### src/rtl/dispatch_ctrl.sv
// Dispatch scheduler: 2-entry skid buffer between decode and the MEM/ALU issue queues,
// with branch-tag stamping and unresolved-branch throttling.
// Optional feature macro: DISPATCH_ILLEGAL_TRAP_EN (sticky o_illegal trap and freeze on an illegal head).
module dispatch_ctrl #(
  parameter int WIDTH_BRM = 6,
  parameter int W_UOP     = 57,
  parameter int MAX_BR    = 4
) (
  input  logic                 i_clk,
  input  logic                 i_rst_n,
  input  logic                 i_valid,
  input  logic [1:0]           i_queue,
  input  logic [1:0]           i_pry,
  input  logic                 i_en_j,
  input  logic [W_UOP-1:0]     i_uop,
  output logic                 o_ready,
  output logic                 o_memq_valid,
  input  logic                 i_memq_ready,
  output logic                 o_aluq_valid,
  input  logic                 i_aluq_ready,
  output logic [W_UOP-1:0]     o_uop,
  output logic [1:0]           o_pry,
  output logic [WIDTH_BRM-1:0] o_brtag,
  input  logic                 i_br_resolve,
  input  logic                 i_flush,
  output logic                 o_br_full
`ifdef DISPATCH_ILLEGAL_TRAP_EN
  ,
  output logic                 o_illegal
`endif
);

  typedef enum logic [1:0] {
    ST_EMPTY = 2'd0,
    ST_ONE   = 2'd1,
    ST_TWO   = 2'd2
  } state_t;

  localparam logic [1:0]           Q_MEM   = 2'b01;
  localparam logic [1:0]           Q_ALU   = 2'b10;
  localparam logic [WIDTH_BRM-1:0] BR_ONE  = WIDTH_BRM'(1);
  localparam logic [WIDTH_BRM-1:0] BR_ZERO = WIDTH_BRM'(0);
  localparam logic [WIDTH_BRM-1:0] BR_MAX  = WIDTH_BRM'(MAX_BR);

  state_t               state_r, state_nx_s;

  // slot 0 is the head presented on the outputs; slot 1 is the skid entry
  logic [W_UOP-1:0]     s0_uop_r, s0_uop_nx_s;
  logic [1:0]           s0_pry_r, s0_pry_nx_s;
  logic [1:0]           s0_q_r,   s0_q_nx_s;
  logic [WIDTH_BRM-1:0] s0_tag_r, s0_tag_nx_s;
  logic [W_UOP-1:0]     s1_uop_r, s1_uop_nx_s;
  logic [1:0]           s1_pry_r, s1_pry_nx_s;
  logic [1:0]           s1_q_r,   s1_q_nx_s;
  logic [WIDTH_BRM-1:0] s1_tag_r, s1_tag_nx_s;

  logic [WIDTH_BRM-1:0] tag_r,   tag_nx_s;
  logic [WIDTH_BRM-1:0] outst_r, outst_nx_s;
  logic                 br_full_r;
  logic                 memq_valid_r, aluq_valid_r;
  logic                 memq_valid_nx_s, aluq_valid_nx_s;

  logic                 head_illegal_s;
  logic                 freeze_s;
  logic                 ready_s;
  logic                 accept_s;
  logic                 pop_s;
  logic                 br_inc_s;

`ifdef DISPATCH_ILLEGAL_TRAP_EN
  logic                 illegal_r, illegal_nx_s;
`endif

  assign head_illegal_s = (state_r != ST_EMPTY) & (s0_q_r != Q_MEM) & (s0_q_r != Q_ALU);

`ifdef DISPATCH_ILLEGAL_TRAP_EN
  // an illegal head freezes dispatch from the cycle it appears until flush or reset
  assign freeze_s = illegal_r | head_illegal_s;
  assign pop_s    = (memq_valid_r & i_memq_ready) | (aluq_valid_r & i_aluq_ready);
`else
  // an illegal head is discarded in one cycle without offering it to any queue
  assign freeze_s = 1'b0;
  assign pop_s    = (memq_valid_r & i_memq_ready) | (aluq_valid_r & i_aluq_ready) | head_illegal_s;
`endif

  assign ready_s  = (state_r != ST_TWO) & ~(i_en_j & br_full_r) & ~i_flush & ~freeze_s;
  assign accept_s = i_valid & ready_s;
  assign br_inc_s = accept_s & i_en_j;

  assign o_ready      = ready_s;
  assign o_memq_valid = memq_valid_r;
  assign o_aluq_valid = aluq_valid_r;
  assign o_uop        = s0_uop_r;
  assign o_pry        = s0_pry_r;
  assign o_brtag      = s0_tag_r;
  assign o_br_full    = br_full_r;
`ifdef DISPATCH_ILLEGAL_TRAP_EN
  assign o_illegal    = illegal_r;
`endif

  // next-state, buffer, tag and outstanding-branch computation
  always_comb begin
    state_nx_s  = state_r;
    s0_uop_nx_s = s0_uop_r;
    s0_pry_nx_s = s0_pry_r;
    s0_q_nx_s   = s0_q_r;
    s0_tag_nx_s = s0_tag_r;
    s1_uop_nx_s = s1_uop_r;
    s1_pry_nx_s = s1_pry_r;
    s1_q_nx_s   = s1_q_r;
    s1_tag_nx_s = s1_tag_r;
    tag_nx_s    = tag_r;
    outst_nx_s  = outst_r;
`ifdef DISPATCH_ILLEGAL_TRAP_EN
    illegal_nx_s = illegal_r;
`endif

    if (i_flush) begin
      // payload slots keep stale data; nothing is valid once the state is EMPTY
      state_nx_s = ST_EMPTY;
      outst_nx_s = BR_ZERO;
`ifdef DISPATCH_ILLEGAL_TRAP_EN
      illegal_nx_s = 1'b0;
`endif
    end else begin
      case (state_r)
        ST_EMPTY: begin
          if (accept_s) begin
            s0_uop_nx_s = i_uop;
            s0_pry_nx_s = i_pry;
            s0_q_nx_s   = i_queue;
            s0_tag_nx_s = tag_r;
            state_nx_s  = ST_ONE;
          end else begin
            state_nx_s  = ST_EMPTY;
          end
        end
        ST_ONE: begin
          if (accept_s & pop_s) begin
            s0_uop_nx_s = i_uop;
            s0_pry_nx_s = i_pry;
            s0_q_nx_s   = i_queue;
            s0_tag_nx_s = tag_r;
            state_nx_s  = ST_ONE;
          end else if (accept_s) begin
            s1_uop_nx_s = i_uop;
            s1_pry_nx_s = i_pry;
            s1_q_nx_s   = i_queue;
            s1_tag_nx_s = tag_r;
            state_nx_s  = ST_TWO;
          end else if (pop_s) begin
            state_nx_s  = ST_EMPTY;
          end else begin
            state_nx_s  = ST_ONE;
          end
        end
        ST_TWO: begin
          if (pop_s) begin
            s0_uop_nx_s = s1_uop_r;
            s0_pry_nx_s = s1_pry_r;
            s0_q_nx_s   = s1_q_r;
            s0_tag_nx_s = s1_tag_r;
            state_nx_s  = ST_ONE;
          end else begin
            state_nx_s  = ST_TWO;
          end
        end
        default: begin
          state_nx_s = ST_EMPTY;
        end
      endcase

      if (br_inc_s) begin
        tag_nx_s = tag_r + BR_ONE;
      end else begin
        tag_nx_s = tag_r;
      end

      // a same-cycle allocate and resolve cancel; resolve saturates at zero
      if (br_inc_s & i_br_resolve) begin
        outst_nx_s = outst_r;
      end else if (br_inc_s) begin
        outst_nx_s = outst_r + BR_ONE;
      end else if (i_br_resolve & (outst_r != BR_ZERO)) begin
        outst_nx_s = outst_r - BR_ONE;
      end else begin
        outst_nx_s = outst_r;
      end

`ifdef DISPATCH_ILLEGAL_TRAP_EN
      illegal_nx_s = illegal_r | head_illegal_s;
`endif
    end

    memq_valid_nx_s = (state_nx_s != ST_EMPTY) & (s0_q_nx_s == Q_MEM);
    aluq_valid_nx_s = (state_nx_s != ST_EMPTY) & (s0_q_nx_s == Q_ALU);
  end

  // state and datapath registers
  always_ff @(posedge i_clk or negedge i_rst_n) begin
    if (!i_rst_n) begin
      state_r      <= ST_EMPTY;
      s0_uop_r     <= {W_UOP{1'b0}};
      s0_pry_r     <= 2'b00;
      s0_q_r       <= 2'b00;
      s0_tag_r     <= BR_ZERO;
      s1_uop_r     <= {W_UOP{1'b0}};
      s1_pry_r     <= 2'b00;
      s1_q_r       <= 2'b00;
      s1_tag_r     <= BR_ZERO;
      tag_r        <= BR_ZERO;
      outst_r      <= BR_ZERO;
      br_full_r    <= 1'b0;
      memq_valid_r <= 1'b0;
      aluq_valid_r <= 1'b0;
    end else begin
      state_r      <= state_nx_s;
      s0_uop_r     <= s0_uop_nx_s;
      s0_pry_r     <= s0_pry_nx_s;
      s0_q_r       <= s0_q_nx_s;
      s0_tag_r     <= s0_tag_nx_s;
      s1_uop_r     <= s1_uop_nx_s;
      s1_pry_r     <= s1_pry_nx_s;
      s1_q_r       <= s1_q_nx_s;
      s1_tag_r     <= s1_tag_nx_s;
      tag_r        <= tag_nx_s;
      outst_r      <= outst_nx_s;
      br_full_r    <= (outst_nx_s == BR_MAX);
      memq_valid_r <= memq_valid_nx_s;
      aluq_valid_r <= aluq_valid_nx_s;
    end
  end

`ifdef DISPATCH_ILLEGAL_TRAP_EN
  // sticky illegal-head trap flag
  always_ff @(posedge i_clk or negedge i_rst_n) begin
    if (!i_rst_n) begin
      illegal_r <= 1'b0;
    end else begin
      illegal_r <= illegal_nx_s;
    end
  end
`endif

endmodule

### config.mk
export PLATFORM = sky130hd
export DESIGN_NAME = dispatch_ctrl
export DESIGN_NICKNAME = d
export VERILOG_FILES = /design/src/rtl/dispatch_ctrl.sv
export SDC_FILE = /design/constraint.sdc
export NUM_CORES = 1
export LEC_CHECK = 0
export ABC_AREA = 1
export BUFFER_PORTS_ARGS = -buffer_cell sky130_fd_sc_hd__buf_2
export CORE_ASPECT_RATIO = 1.4
export CORE_MARGIN = 1.5
export CORE_UTILIZATION = 35
export DETAILED_ROUTE_END_ITERATION = 12
export PLACE_DENSITY = 0.64
export SYNTH_ARGS = -nofsm -noshare
export SYNTH_HDL_FRONTEND = slang
export SYNTH_SLANG_ARGS = --single-unit
### constraint.sdc
create_clock -name i_clk -period 2.33 [get_ports i_clk]
set_clock_uncertainty 0.15 [all_clocks]
set_input_delay 0.233 -clock i_clk [delete_from_list [all_inputs] [get_ports i_clk]]
set_output_delay 0.233 -clock i_clk [all_outputs]
set_load 0.005 [all_outputs]
==> out/results.ini <==
[outcome]
status = completed

[global_route]
grt_antenna_before_repair = 0
first_global_vias = 5405
gr-total-overflow = 0
grt_pass1_wl_mm = 25.9
grt.total_usage = 0.157
grt_max_degree = 73

[worst_setup_path]
endpoint_kind = flip-flop
reg2reg_from = state_r[1]
rrSetupSlack_ns = 0.17
critPathArrivalTime_ns = 2.30
cp-start-kind = flip-flop
critPathMaxFanout = 72
cp.required_ns = 2.47
startpoint = state_r[1]
r2r_end = o_uop[3]
rr_worst_depth = 11
crit_type = flip-flop to flip-flop

[synthesis]
ys_seq_elements = 151
netlist_instances = 813
synth.largest_area_cell = dfrtp_1
synth_area_per_cell_um2 = 8.67
synth_top_area_share = 0.536
yosysWarnings = 0
yosys-top-cells-area = dfrtp_1 (54%), o21a_1 (6.9%), nor2_1 (6.8%)
synthesis.area_um2 = 7050
syn-num-nets = 888
synth_cell_type_count = 27
ys_seq_area_frac = 0.536

[detailed_routing]
drt-pass1-iter-count = 4
post_drt_wl_per_cell_um = 12.7
drt_iter0_drc = 250
num_vias = 5871
viasPerCell = 4.64
drc = 0
ant_nets = 0
drt-total-wl_mm = 16.0

[power]
p_sw_w = 0.00305
comb_power_share = 0.271
p_int_w = 0.00644
power.share.clock = 0.293
switching_share = 0.322
ir_drop_mv = 0.502
p_per_area_nw_per_um2 = 1030
pwr-share-seq = 0.436
p_leak_nw = 4.62

[die]
die_w_um = 123
rows = 61
io_pins = 138
fp.coreArea_um2 = 19800
start_util = 0.355
die_area_um2 = 21000
chipHeight_um = 171

[sta]
final_hold_viol_count = 0
setup_violations = 0
worst_slew_pin_slew_ns = 0.599
maxSlewViolCount = 0
period_needed_ns = 2.16
timing.hold.ws_ns = 0.125
rsz0062_at_grt = no
fin_tns_setup_ns = 0
relSlewSlack = 0.601
period_share = 0.928
fmax_mhz = 463

[layout]
syn2layout_area_growth_pct = 31.2
diodes = 0
nFillCells = 1917
nets = 1076
layout_commonest_cell = dfrtp_1
ff_latch_area_um2 = 3780
multi_input_area_um2 = 2670
finish.instance_area_um2 = 9250
layout-drive-gt1-share = 0.222
final_cell_mix = dfrtp_1 (151), buf_2 (136), nor2_1 (126)

[clock_network]
h-tree-depth = 4
clock_sinks = 151
cts_buffer_depth = 2
cts_made_buffers = 17
cts_root_buffer = clkbuf_16
path_clk_slew_ns = 0.07
cts_tree = yes
insertion_delay_ns = 0.43

[place]
place.gp.congestion = 0.774
numPortBuffers = 137
place_hpwl_mm = 10.3
placed_area_um2 = 8020

[worst_hold_path]
min_to = outst_r[3]
min_path_type = input pin to flip-flop
min_from = i_flush
min_delay_path_depth = 5

[job]
max_cap_violations = 0

==> critical path, stage by stage, from the launching register on <==
cell,delay [ns]
dfrtp_1,0.43
inv_2,0.07
nor2_4,0.19
nor2_8,0.06
nand2_2,0.08
inv_1,0.07
ha_1,0.21
nor3_2,0.23
nor2_4,0.08
buf_12,0.21
nor2_1,0.14
a21oi_1,0.06
==> worst max-delay path by stage <==
| stage | endpoint | slack [ns] | cells after the start |
|---|---|---|---|
| 2_1_floorplan | o_uop[49] | 0.23 | 11 |
| 6_report | o_uop[3] | 0.17 | 11 |
| 3_3_place_gp | o_uop[18] | 0.15 | 10 |
| 5_1_grt | o_uop[3] | 0.04 | 10 |
| 3_5_place_dp | o_uop[8] | 0.10 | 10 |
| 4_1_cts | o_uop[8] | 0.07 | 10 |
==> layout make-up <==
| cell class | instances | area share |
|---|---|---|
| Inverter | 99 | 0.0403 |
| Timing Repair Buffer | 215 | 0.164 |
| Sequential cell | 151 | 0.408 |
| Clock inverter | 14 | 0.0176 |
| Tap cell | 252 | 0.0341 |
| Clock buffer | 18 | 0.0464 |
| Multi-Input combinational cell | 517 | 0.289 |
==> state kept, by name (all words and copies together) (netlist names), 2 cells and up <==
signal,flops
o_uop,57
state_r,2
tag_r,6
o_brtag,6
s1_pry_r,2
s0_q_r,2
o_pry,2
s1_tag_r,6
outst_r,6
s1_q_r,2
s1_uop_r,57
==> cell usage after synthesis (all sizes together) <==
cell type and count:
nor2 130, nand4 7, xor2 4, nand2 127, o21a 65, ha 6, xnor2 1, inv 99
a21oi 117, buf 21, o21ai 24, nor3 4, nand3 29, dfrtp 151, and3 1, o211ai 2
clkbuf 25
==> logic make-up after synthesis <==
group	count (synthesis)	share of synthesized area
adder cells (fa/ha/maj)	6	0.0106
XOR/XNOR	5	0.00621
AND/OR/NAND/NOR	298	0.174
flip-flops	151	0.536
buffers and inverters	145	0.0880
AO/OA/AOI/OAI	208	0.185
==> power by group through the flow <==
stage,Combinational [W],Clock [W],Sequential [W]
finish,0.00257,0.00278,0.00414
CTS,0.00261,0.00288,0.00415
global placement,0.00244,0,0.00417
floorplan,0.00154,0,0.00416
detailed placement,0.00252,0,0.00418
global route,0.00296,0.00298,0.00427
==> per-stage QoR <==
step	utilization	setup WS (ns)	power, W	std cells
floorplan	-	0.232	0.00571	813
global placement	0.404	0.147	0.00660	1170
detailed placement	0.404	0.104	0.00670	1170
CTS	0.465	0.0724	0.00964	1264
global route	0.466	0.0364	0.0102	1266
finish	0.466	0.168	0.00949	1266
==> per-layer routing <==
metal,wire length [um],up-vias,global-route usage
met5,0,-,0
met4,309,0,0.0637
met3,758,24,0.0430
met2,7820,105,0.259
met1,7150,2766,0.194
li1,-,2976,-
==> what timing repair did <==
action                     4_1_cts  5_1_grt
hold buffers                    62        0
resized for setup                0        2
setup buffers                    0        2
hold endpoints to repair       188        0
setup endpoints to repair        0       91
Power figures use the tool's default switching activity.
